[config.mk]
export PLATFORM = sky130hd
export DESIGN_NAME = icache_axi_refill_engine
export DESIGN_NICKNAME = d
export VERILOG_FILES = /design/src/rtl/icache_axi_refill_engine.sv
export SDC_FILE = /design/constraint.sdc
export NUM_CORES = 1
export LEC_CHECK = 0
export BUFFER_PORTS_ARGS = -buffer_cell sky130_fd_sc_hd__buf_4
export CAP_MARGIN = 25
export CORE_ASPECT_RATIO = 0.7
export CORE_UTILIZATION = 45
export DETAILED_ROUTE_END_ITERATION = 8
export PLACE_DENSITY = 0.66
export SLEW_MARGIN = 20
export SYNTH_ARGS = -nofsm -noshare
export SYNTH_HDL_FRONTEND = slang
export SYNTH_SLANG_ARGS = --single-unit
[constraint.sdc]
create_clock -name clk_i -period 3.1 [get_ports clk_i]
set_input_delay 0.465 -clock clk_i [delete_from_list [all_inputs] [get_ports clk_i]]
set_output_delay 0.465 -clock clk_i [all_outputs]
set_load 0.01 [all_outputs]
[src/rtl/icache_axi_refill_engine.sv]
// ============================================================================
// Module  : icache_axi_refill_engine
// Brief   : Multi-outstanding L1I$ refill engine onto an AXI4 read channel,
//           with ID-tagged slots, per-slot line reassembly, error and flush.
// Revision: 1.0 - initial release
// ============================================================================
`default_nettype none

module icache_axi_refill_engine #(
    parameter int unsigned LineWidth      = 128,
    parameter int unsigned AxiDataWidth   = 64,
    parameter int unsigned AxiAddrWidth   = 64,
    parameter int unsigned AxiIdWidth     = 4,
    parameter int unsigned NumOutstanding = 2,
    parameter int unsigned TidWidth       = 2
) (
    input  logic                    clk_i,
    input  logic                    rst_ni,
    input  logic                    flush_i,
    output logic                    busy_o,
    input  logic                    req_valid_i,
    output logic                    req_ready_o,
    input  logic [AxiAddrWidth-1:0] req_paddr_i,
    input  logic                    req_nc_i,
    input  logic [TidWidth-1:0]     req_tid_i,
    output logic                    rtrn_valid_o,
    output logic [LineWidth-1:0]    rtrn_data_o,
    output logic [TidWidth-1:0]     rtrn_tid_o,
    output logic                    rtrn_err_o,
    output logic                    ar_valid_o,
    input  logic                    ar_ready_i,
    output logic [AxiAddrWidth-1:0] ar_addr_o,
    output logic [7:0]              ar_len_o,
    output logic [2:0]              ar_size_o,
    output logic [AxiIdWidth-1:0]   ar_id_o,
    input  logic                    r_valid_i,
    output logic                    r_ready_o,
    input  logic [AxiDataWidth-1:0] r_data_i,
    input  logic [AxiIdWidth-1:0]   r_id_i,
    input  logic                    r_last_i,
    input  logic [1:0]              r_resp_i
);

    localparam int unsigned WORDS_PER_LINE = LineWidth / AxiDataWidth;
    localparam int unsigned CNT_W          = (WORDS_PER_LINE > 1) ? $clog2(WORDS_PER_LINE) : 1;
    localparam int unsigned SLOT_W         = (NumOutstanding > 1) ? $clog2(NumOutstanding) : 1;
    localparam int unsigned WORD_OFF       = $clog2(AxiDataWidth / 8);
    localparam int unsigned LINE_OFF       = $clog2(LineWidth / 8);

    localparam logic [AxiAddrWidth-1:0] LINE_MASK = ~(AxiAddrWidth'(LineWidth / 8 - 1));
    localparam logic [AxiAddrWidth-1:0] WORD_MASK = ~(AxiAddrWidth'(AxiDataWidth / 8 - 1));

    localparam logic [1:0] S_FREE   = 2'd0;
    localparam logic [1:0] S_BUSY   = 2'd1;
    localparam logic [1:0] S_KILLED = 2'd2;

    logic [1:0]              slot_state_q [NumOutstanding];
    logic [1:0]              slot_state_d [NumOutstanding];
    logic [NumOutstanding-1:0] slot_occ;
    logic [NumOutstanding-1:0] slot_live;
    logic [NumOutstanding-1:0] beat_hit;

    logic [TidWidth-1:0]     tid_q   [NumOutstanding];
    logic                    nc_q    [NumOutstanding];
    logic [CNT_W-1:0]        woff_q  [NumOutstanding];
    logic [CNT_W-1:0]        cnt_q   [NumOutstanding];
    logic                    err_q   [NumOutstanding];
    logic [LineWidth-1:0]    data_q  [NumOutstanding];
    logic [CNT_W-1:0]        word_idx[NumOutstanding];

    logic                    ar_valid_q;
    logic [AxiAddrWidth-1:0] ar_addr_q;
    logic [7:0]              ar_len_q;
    logic [2:0]              ar_size_q;
    logic [AxiIdWidth-1:0]   ar_id_q;

    logic                    rtrn_valid_q;
    logic [LineWidth-1:0]    rtrn_data_q;
    logic [TidWidth-1:0]     rtrn_tid_q;
    logic                    rtrn_err_q;

    logic                    any_free;
    logic [SLOT_W-1:0]       alloc_idx;
    logic                    accept;
    logic [CNT_W-1:0]        req_woff;
    logic [LineWidth-1:0]    cpl_line;
    logic [TidWidth-1:0]     cpl_tid;
    logic                    cpl_err;
    logic                    cpl_live;
    logic                    cpl_fire;
    logic                    unused_resp0;

    assign unused_resp0 = r_resp_i[0];

    generate
        if (WORDS_PER_LINE > 1) begin : g_woff
            assign req_woff = req_paddr_i[LINE_OFF-1:WORD_OFF];
        end else begin : g_woff_single
            assign req_woff = '0;
        end
    endgenerate

    // Lowest-index free slot wins allocation.
    always_comb begin
        any_free  = 1'b0;
        alloc_idx = '0;
        for (int s = NumOutstanding - 1; s >= 0; s--) begin
            if (!slot_occ[s]) begin
                any_free  = 1'b1;
                alloc_idx = SLOT_W'(s);
            end
        end
    end

    assign req_ready_o = any_free && (!ar_valid_q || ar_ready_i) && !flush_i;
    assign accept      = req_valid_i && req_ready_o;

    // Route the R beat and build the completed line including the current beat.
    always_comb begin
        beat_hit = '0;
        cpl_line = '0;
        cpl_tid  = '0;
        cpl_err  = 1'b0;
        cpl_live = 1'b0;
        for (int s = 0; s < NumOutstanding; s++) begin
            word_idx[s] = nc_q[s] ? woff_q[s] : cnt_q[s];
            beat_hit[s] = r_valid_i && slot_occ[s] && (r_id_i == AxiIdWidth'(s));
            if (beat_hit[s]) begin
                cpl_line = data_q[s];
                cpl_line[word_idx[s]*AxiDataWidth +: AxiDataWidth] = r_data_i;
                cpl_tid  = tid_q[s];
                cpl_err  = err_q[s] | r_resp_i[1];
                cpl_live = slot_live[s];
            end
        end
    end

    assign cpl_fire = r_last_i && cpl_live && !flush_i;

    always_ff @(posedge clk_i or negedge rst_ni) begin
        if (!rst_ni) begin
            for (int s = 0; s < NumOutstanding; s++) begin
                slot_state_q[s] <= S_FREE;
            end
        end else begin
            for (int s = 0; s < NumOutstanding; s++) begin
                slot_state_q[s] <= slot_state_d[s];
            end
        end
    end

    // A last beat frees the slot even when a flush arrives in the same cycle.
    always_comb begin
        for (int s = 0; s < NumOutstanding; s++) begin
            slot_state_d[s] = slot_state_q[s];
            case (slot_state_q[s])
                S_FREE: begin
                    if (accept && (alloc_idx == SLOT_W'(s))) begin
                        slot_state_d[s] = S_BUSY;
                    end
                end
                S_BUSY: begin
                    if (beat_hit[s] && r_last_i) begin
                        slot_state_d[s] = S_FREE;
                    end else if (flush_i) begin
                        slot_state_d[s] = S_KILLED;
                    end
                end
                S_KILLED: begin
                    if (beat_hit[s] && r_last_i) begin
                        slot_state_d[s] = S_FREE;
                    end
                end
                default: slot_state_d[s] = S_FREE;
            endcase
        end
    end

    always_comb begin
        for (int s = 0; s < NumOutstanding; s++) begin
            slot_occ[s]  = (slot_state_q[s] != S_FREE);
            slot_live[s] = (slot_state_q[s] == S_BUSY);
        end
        busy_o = |slot_occ;
    end

    always_ff @(posedge clk_i or negedge rst_ni) begin
        if (!rst_ni) begin
            for (int s = 0; s < NumOutstanding; s++) begin
                tid_q[s]  <= '0;
                nc_q[s]   <= 1'b0;
                woff_q[s] <= '0;
                cnt_q[s]  <= '0;
                err_q[s]  <= 1'b0;
                data_q[s] <= '0;
            end
        end else begin
            for (int s = 0; s < NumOutstanding; s++) begin
                if (accept && (alloc_idx == SLOT_W'(s))) begin
                    tid_q[s]  <= req_tid_i;
                    nc_q[s]   <= req_nc_i;
                    woff_q[s] <= req_woff;
                    cnt_q[s]  <= '0;
                    err_q[s]  <= 1'b0;
                    data_q[s] <= '0;
                end else if (beat_hit[s]) begin
                    data_q[s][word_idx[s]*AxiDataWidth +: AxiDataWidth] <= r_data_i;
                    err_q[s] <= err_q[s] | r_resp_i[1];
                    cnt_q[s] <= r_last_i ? '0 : cnt_q[s] + 1'b1;
                end
            end
        end
    end

    always_ff @(posedge clk_i or negedge rst_ni) begin
        if (!rst_ni) begin
            ar_valid_q <= 1'b0;
            ar_addr_q  <= '0;
            ar_len_q   <= '0;
            ar_size_q  <= '0;
            ar_id_q    <= '0;
        end else if (accept) begin
            ar_valid_q <= 1'b1;
            ar_addr_q  <= req_nc_i ? (req_paddr_i & WORD_MASK) : (req_paddr_i & LINE_MASK);
            ar_len_q   <= req_nc_i ? 8'd0 : 8'(WORDS_PER_LINE - 1);
            ar_size_q  <= 3'(WORD_OFF);
            ar_id_q    <= AxiIdWidth'(alloc_idx);
        end else if (ar_ready_i) begin
            ar_valid_q <= 1'b0;
        end
    end

    always_ff @(posedge clk_i or negedge rst_ni) begin
        if (!rst_ni) begin
            rtrn_valid_q <= 1'b0;
            rtrn_data_q  <= '0;
            rtrn_tid_q   <= '0;
            rtrn_err_q   <= 1'b0;
        end else begin
            rtrn_valid_q <= cpl_fire;
            if (cpl_fire) begin
                rtrn_data_q <= cpl_line;
                rtrn_tid_q  <= cpl_tid;
                rtrn_err_q  <= cpl_err;
            end
        end
    end

    // R beats for an unoccupied slot are dropped; flag them in simulation.
    always @(posedge clk_i) begin
        if (rst_ni && r_valid_i) begin
            assert (|beat_hit);
        end
    end

    assign ar_valid_o   = ar_valid_q;
    assign ar_addr_o    = ar_addr_q;
    assign ar_len_o     = ar_len_q;
    assign ar_size_o    = ar_size_q;
    assign ar_id_o      = ar_id_q;
    assign r_ready_o    = 1'b1;
    assign rtrn_valid_o = rtrn_valid_q;
    assign rtrn_data_o  = rtrn_data_q;
    assign rtrn_tid_o   = rtrn_tid_q;
    assign rtrn_err_o   = rtrn_err_q;

endmodule

`default_nettype wire

==> flow_metrics.env, run 1 <==
export IMPL_synth_edf_count=0
export IMPL_layout_commonest_cell="nand2_1"
export IMPL_worstSkewPairLatency_ns=0.59
export IMPL_io_pins=359
export IMPL_drive_gt1_share_pct=30.3
export IMPL_drcViolationCount=0
export IMPL_area_delta_synth_final_pct=19.6
export IMPL_cp_top_family="multiplexers"
export IMPL_yosys_most_used_dff="dfrtp_1"
export IMPL_track_usage_pct=25.7
export IMPL_setup_viol=0
export IMPL_layout_common_cells="651 x nand2_1, 469 x dfrtp_1, 369 x buf_4"
export IMPL_r2r_slack_ns=0.79
export IMPL_worstMarginPinSlew_ns=1.00
export IMPL_die_w_um=273
export IMPL_synth_area_leaders="dfrtp_1 51%, mux2i_1 11%, nand2_1 11%"
export IMPL_cts_reportedPaths_clkPinSlew_ns=0.06
export IMPL_io_buffers=339
export IMPL_final_antenna_net_count=0
export IMPL_ys_ff_latch=469
export IMPL_multi_input_area_sq_um=10300
export IMPL_die_h_um=192
export IMPL_crit_type="reg -> reg"
export IMPL_nets=2629
export IMPL_grt_max_degree=208
export IMPL_finalPower_mw=21.2
export IMPL_dp_hpwl_mm=40.8
export IMPL_yosysSeqAreaShare_pct=50.7
export IMPL_syn_area_sq_um=23200
export IMPL_postCtsSetupBuffers=0
export IMPL_max_freq_ghz=0.432
export IMPL_numCtsBuffers=47
export IMPL_cts_num_sinks=469
export IMPL_slowest_delay_ns=0.62
export IMPL_vias_per_cell=5.52
export IMPL_initial_utilization_pct=45.6
export IMPL_path_buf_inv=1
export IMPL_dp_cells=3109
export IMPL_via_count=17600
export IMPL_outcome="complete, no violations"
export IMPL_crit_path_cell_trace="mux2_4, buf_4, mux2i_1, o22a_1, o21ai_0"
export IMPL_register_area_sq_um=11700
export IMPL_cts_max_path_buffers=3
export IMPL_setup_tns_final_ns=0
export IMPL_slew_headroom_pct=33.1
export IMPL_drt_wl_total_mm=67.3
export IMPL_period_needed_ns=2.31
export IMPL_worst_slack_ns=0.786
export IMPL_netlist_cell_type_count=38
export IMPL_hold_viol=0
export IMPL_worst_path_max_fanout=24
export IMPL_grt_remaining_overflow=0
export IMPL_synthArstFlopShare_pct=100
export IMPL_antenna_found_initial=3
export IMPL_postSynthCellCount=2280
export IMPL_grt_pass1_wl_mm=105
export IMPL_cts_resized=0
export IMPL_dieArea_sq_um=52400
export IMPL_fin_crit_sh_pct=74.6
export IMPL_synth_warnings=0
export IMPL_drt_pass1_iterations=4
export IMPL_synth_largest_area_cell="dfrtp_1"
export IMPL_hold_ws_ns=0.0905
export IMPL_arrival_ns=2.73
export IMPL_rows=69
export IMPL_htreeDepth=2
export IMPL_required_ns=3.52
export IMPL_pre_cts_ws_ns=0.545
export IMPL_slowest_stage="mux2_4"
export IMPL_leakagePower_nw=12.4
export IMPL_cap_violations=0
export IMPL_end_kind="flop"
export IMPL_syn_avg_cell_area_sq_um=10.2
export IMPL_finClkSkew_ns=0.0185
export IMPL_startpoint_type="flop"
export IMPL_synth_top_area_share_pct=50.7
export IMPL_gp_congestion=0.795
export IMPL_power_density_nw_per_um2=766
export IMPL_vdd_drop_max_v=0.000590
export IMPL_grt_pass1_vias=18200
export IMPL_hp_class="in -> reg"
export IMPL_n_fill_cell=4442
export IMPL_core_area_sq_um=50800
export IMPL_cts_tree="done"
export IMPL_finalNonFillerCells=3196
export IMPL_cts_root_buf="clkbuf_16"
export IMPL_rsz0062_at_grt="no"
export IMPL_drt_iter0_drc=1287
export IMPL_wl_per_cell_um=21.0
export IMPL_maxSlewViolCount=0
## registers in the layout (all words and copies together) (netlist names), 2 cells and up
register and flops:
tid_q 4, nc_q 2, err_q 2, ar_addr_o 61
data_q 256, rtrn_tid_o 2, slot_state_q 4, cnt_q 2
woff_q 2, rtrn_data_o 128
## per-stage QoR
stage,instance area [sq um],utilization [%]
floorplan,23200,-
global placement,26200,51.6
detailed placement,26200,51.6
CTS,27700,54.5
global route,27700,54.5
finish,27700,54.5
## cell usage after synthesis, drive strengths merged (2+ instances only)
cell type,count
a21oi,265
a22oi,2
buf,124
clkbuf,128
conb,2
dfrtp,469
inv,5
mux2,70
mux2i,258
nand2,651
nand2b,3
nand3,6
nor2,11
nor3,7
o2111ai,2
o21ai,137
o22a,128
## repair_timing
| item | in CTS | in global routing |
|---|---|---|
| hold endpoints to repair | 74 | 0 |
| hold buffers | 1 | 0 |
| setup endpoints to repair | 0 | 0 |
## path summary, 6_finish.rpt
check                                               to                        start  depth (start not counted)
max                        rtrn_data_o[51]$_DFFE_PN0P_          nc_q[1]$_DFFE_PN0P_                          5
min                          ar_addr_o[53]$_DFFE_PN0N_              req_paddr_i[53]                          2
max reg2reg                rtrn_data_o[51]$_DFFE_PN0P_          nc_q[1]$_DFFE_PN0P_                          5
min reg2reg                rtrn_data_o[66]$_DFFE_PN0P_  rtrn_data_o[66]$_DFFE_PN0P_                          2
max in group asynchronous       data_q[35]$_DFFE_PN0P_                       rst_ni                          3
min in group asynchronous    ar_addr_o[27]$_DFFE_PN0N_                       rst_ni                          2
## layout make-up
class / instances / area share [%]
multi-input combinational: 1567 / 37.2
clock buffer: 71 / 4.97
timing repair buffer: 395 / 11.8
sequential: 469 / 42.4
inverter: 5 / 0.0678
antenna: 2 / 0.0181
clock inverter: 13 / 0.456
tap: 674 / 3.05
## routing by layer
layer / share of wire, % / vias to the layer above / track usage, %
li1: - / 8127 / -
met1: 44 / 8867 / 35.1
met2: 48 / 530 / 42.2
met3: 5.9 / 108 / 4.21
met4: 2.0 / 2 / 7.22
met5: 0.013 / - / 0
## logic make-up (layout without fill, tap and decap cells)
| logic type | count (synthesis) | after routing | synth area share [%] |
|---|---|---|---|
| compound gates | 540 | 540 | 17.5 |
| buf+inv | 257 | 484 | 5.64 |
| flops | 469 | 469 | 50.7 |
| mux | 328 | 328 | 14.6 |
| other cells | 2 | 17 | 0.0324 |
| simple gates | 684 | 684 | 11.6 |
## report_power, final
group          switching [mW]  total (mW)  internal, mW  leakage [nW]
Combinational            4.12        7.60          3.48          5.27
Clock                    2.45        5.68          3.23         0.747
Sequential              0.673        7.92          7.25          6.35
(Power assumes the default switching activity.)
==> run 2, diff against run 1 <==
ABC_AREA = 1   (was not set)
PLACE_DENSITY = 0.68   (was 0.66)
clock period = 2 ns   (was 3.1 ns; I/O delays follow)
==> flow_metrics.env, run 2 <==
export IMPL_startpoint_type="flop"
export IMPL_die_w_um=266
export IMPL_min_path_cells=4
export IMPL_rows=67
export IMPL_r2r_start="slot_state_q[3]$_DFFE_PN0P_"
export IMPL_required_ns=1.70
export IMPL_initial_utilization_pct=45.8
export IMPL_cts_root_buf="clkbuf_16"
export IMPL_post_synth_top_count_cell="nand2_1"
export IMPL_vdd_drop_max_v=0.000810
export IMPL_rsz0062_at_grt="no"
export IMPL_maxSlewViolCount=0
export IMPL_netlist_cell_type_count=22
export IMPL_crit_type="reg -> out"
export IMPL_largest_reg_flops=256
export IMPL_nets=3474
export IMPL_dieArea_sq_um=49800
export IMPL_htreeDepth=2
export IMPL_end_kind="output pin"
export IMPL_io_pins=359
export IMPL_postSynthCellCount=2964
export IMPL_fin_crit_sh_pct=96.5
export IMPL_syn_area_sq_um=22000
export IMPL_finClkSkew_ns=0.0152
export IMPL_ys_ff_latch=469
export IMPL_cts_tree="done"
export IMPL_core_area_sq_um=48000
export IMPL_setup_viol=0
export IMPL_worst_path_max_fanout=4
export IMPL_synth_warnings=0
export IMPL_r2r_slack_ns=0.12
export IMPL_power_density_nw_per_um2=1120
export IMPL_hp_class="in -> reg"
export IMPL_synth_edf_count=0
export IMPL_final_antenna_net_count=0
export IMPL_yosys_most_used_dff="dfrtp_1"
export IMPL_syn_avg_cell_area_sq_um=7.42
export IMPL_die_h_um=187
export IMPL_via_count=20600
export IMPL_grt_max_degree=101
export IMPL_drt_pass1_iterations=5
export IMPL_synth_common_cells="1453 x nand2_1, 469 x dfrtp_1, 330 x nand3_1, 280 x inv_1, 208 x o21ai_0"
export IMPL_synth_top_area_share_pct=53.4
export IMPL_track_usage_pct=26.9
export IMPL_leakagePower_nw=16.0
export IMPL_numCtsBuffers=47
export IMPL_cts_reportedPaths_clkPinSlew_ns=0.06
export IMPL_regToRegEndpoint="rtrn_data_o[93]$_DFFE_PN0P_"
export IMPL_multi_input_area_sq_um=8450
export IMPL_synth_area_leaders="dfrtp_1 53%, nand2_1 25%, nand3_1 7.5%"
export IMPL_arrival_ns=1.63
export IMPL_vias_per_cell=5.13
export IMPL_n_fill_cell=4173
export IMPL_cap_violations=0
export IMPL_yosysSeqAreaShare_pct=53.4
export IMPL_hold_viol=0
export IMPL_outcome="complete, no violations"
export IMPL_finalPower_mw=31.4
export IMPL_synth_largest_area_cell="dfrtp_1"
export IMPL_grt_remaining_overflow=0
export IMPL_setup_tns_final_ns=0
export IMPL_grt_pass1_vias=20800
export IMPL_gp_congestion=0.844
export IMPL_period_needed_ns=1.93
export IMPL_wl_per_cell_um=16.8
export IMPL_r2r_cells=9
export IMPL_drcViolationCount=0
export IMPL_worstSkewPairLatency_ns=0.58
export IMPL_drt_wl_total_mm=67.5
export IMPL_drive_gt1_share_pct=15.6
export IMPL_dp_hpwl_mm=42.7
export IMPL_synthArstFlopShare_pct=100
export IMPL_cts_max_path_buffers=3
export IMPL_layout_commonest_cell="nand2_1"
export IMPL_register_area_sq_um=11700
export IMPL_area_delta_synth_final_pct=28.0
export IMPL_grt_pass1_wl_mm=108
export IMPL_cts_num_sinks=469
export IMPL_min_delay_start="r_last_i"
export IMPL_layout_common_cells="1448 x nand2_1, 469 x dfrtp_1, 374 x buf_4"
export IMPL_max_freq_ghz=0.518
export IMPL_io_buffers=339
export IMPL_holdPathEnd="slot_state_q[3]$_DFFE_PN0P_"
export IMPL_drt_iter0_drc=1813
export IMPL_top_register="data_q"
export IMPL_antenna_found_initial=1
[run 2: cell count changes after synthesis, moves of 122 or more]
cell     change
o21ai_0    +122
mux2i_1    -258
inv_1      +275
nand3_1    +324
nand2_1    +802
o22a_1     -128
a21oi_2    -219
[run 2: kinds of logic after synthesis]
logic type | count (synthesis) | synth area share (%)
AND/OR/NAND/NOR | 1805 | 32.9
buffers and inverters | 475 | 8.75
flip-flops | 469 | 53.4
AO/OA/AOI/OAI | 213 | 4.89
other | 2 | 0.0342
[run 2: critical path, stage by stage, from the launching register on]
cell and delay (ns):
dfrtp_1 0.42, nor2_2 0.14, inv_2 0.07, nand2_2 0.08, nand2_2 0.06, nor2_4 0.14, buf_6 0.13
[run 2: repair_timing]
action	CTS	global route
resized for setup	5	5
hold buffers	66	0
endpoints found under the setup margin	1	35
pin swaps	3	2
gates cloned	0	2
buffers inserted	4	1
endpoints found under the hold margin	150	0
[run 2: worst max path at each step]
stage,cells past startpoint,startpoint,slack (ns),endpoint
after global placement,10,r_id_i[1],0.09,rtrn_data_o[126]$_DFFE_PN0P_
final,6,slot_state_q[3]$_DFFE_PN0P_,0.07,req_ready_o
after CTS,6,slot_state_q[2]$_DFFE_PN0P_,0.008,req_ready_o
after global routing,6,slot_state_q[2]$_DFFE_PN0P_,0.009,req_ready_o
after detailed placement,9,slot_state_q[1]$_DFFE_PN0P_,0.08,data_q[128]$_DFFE_PN0P_
after floorplan,10,slot_state_q[1]$_DFFE_PN0P_,0.40,data_q[128]$_DFFE_PN0P_
[run 2: per-layer routing]
layer | wire (um) | vias to the layer above | global-route usage, %
li1 | - | 9801 | -
met1 | 30200 | 9973 | 37.0
met2 | 30600 | 688 | 42.3
met3 | 4450 | 158 | 4.77
met4 | 2270 | 0 | 10.5
met5 | 0 | - | 0
[run 2: area by class of cell]
cell class / instances / area share (%)
clock buffer: 70 / 5.02
inverter: 286 / 3.83
tap: 655 / 2.91
clock inverter: 11 / 0.440
multi-input combinational: 2033 / 30.0
sequential: 469 / 41.7
antenna: 2 / 0.0178
timing repair buffer: 493 / 16.1
[run 2: metrics by stage]
stage / worst slack (ns) / std cells / hold slack, ns / util [%] / cell area [sq um]
4_1_cts: 0.00849 / 4014 / 0.00759 / 58.4 / 28100
5_1_grt: 0.00878 / 4017 / 0.0523 / 58.6 / 28100
6_report: 0.0694 / 4019 / 0.0572 / 58.6 / 28100
3_5_place_dp: 0.0822 / 3863 / 0.229 / 53.7 / 25800
2_1_floorplan: 0.400 / 2977 / 0.00441 / - / 22000
3_3_place_gp: 0.0919 / 3863 / 0.237 / 53.7 / 25800
[run 2: power breakdown]
| part | switching [mW] | internal (mW) |
|---|---|---|
| sequential | 1.11 | 11.4 |
| clock | 3.80 | 5.13 |
| combinational | 6.31 | 3.64 |
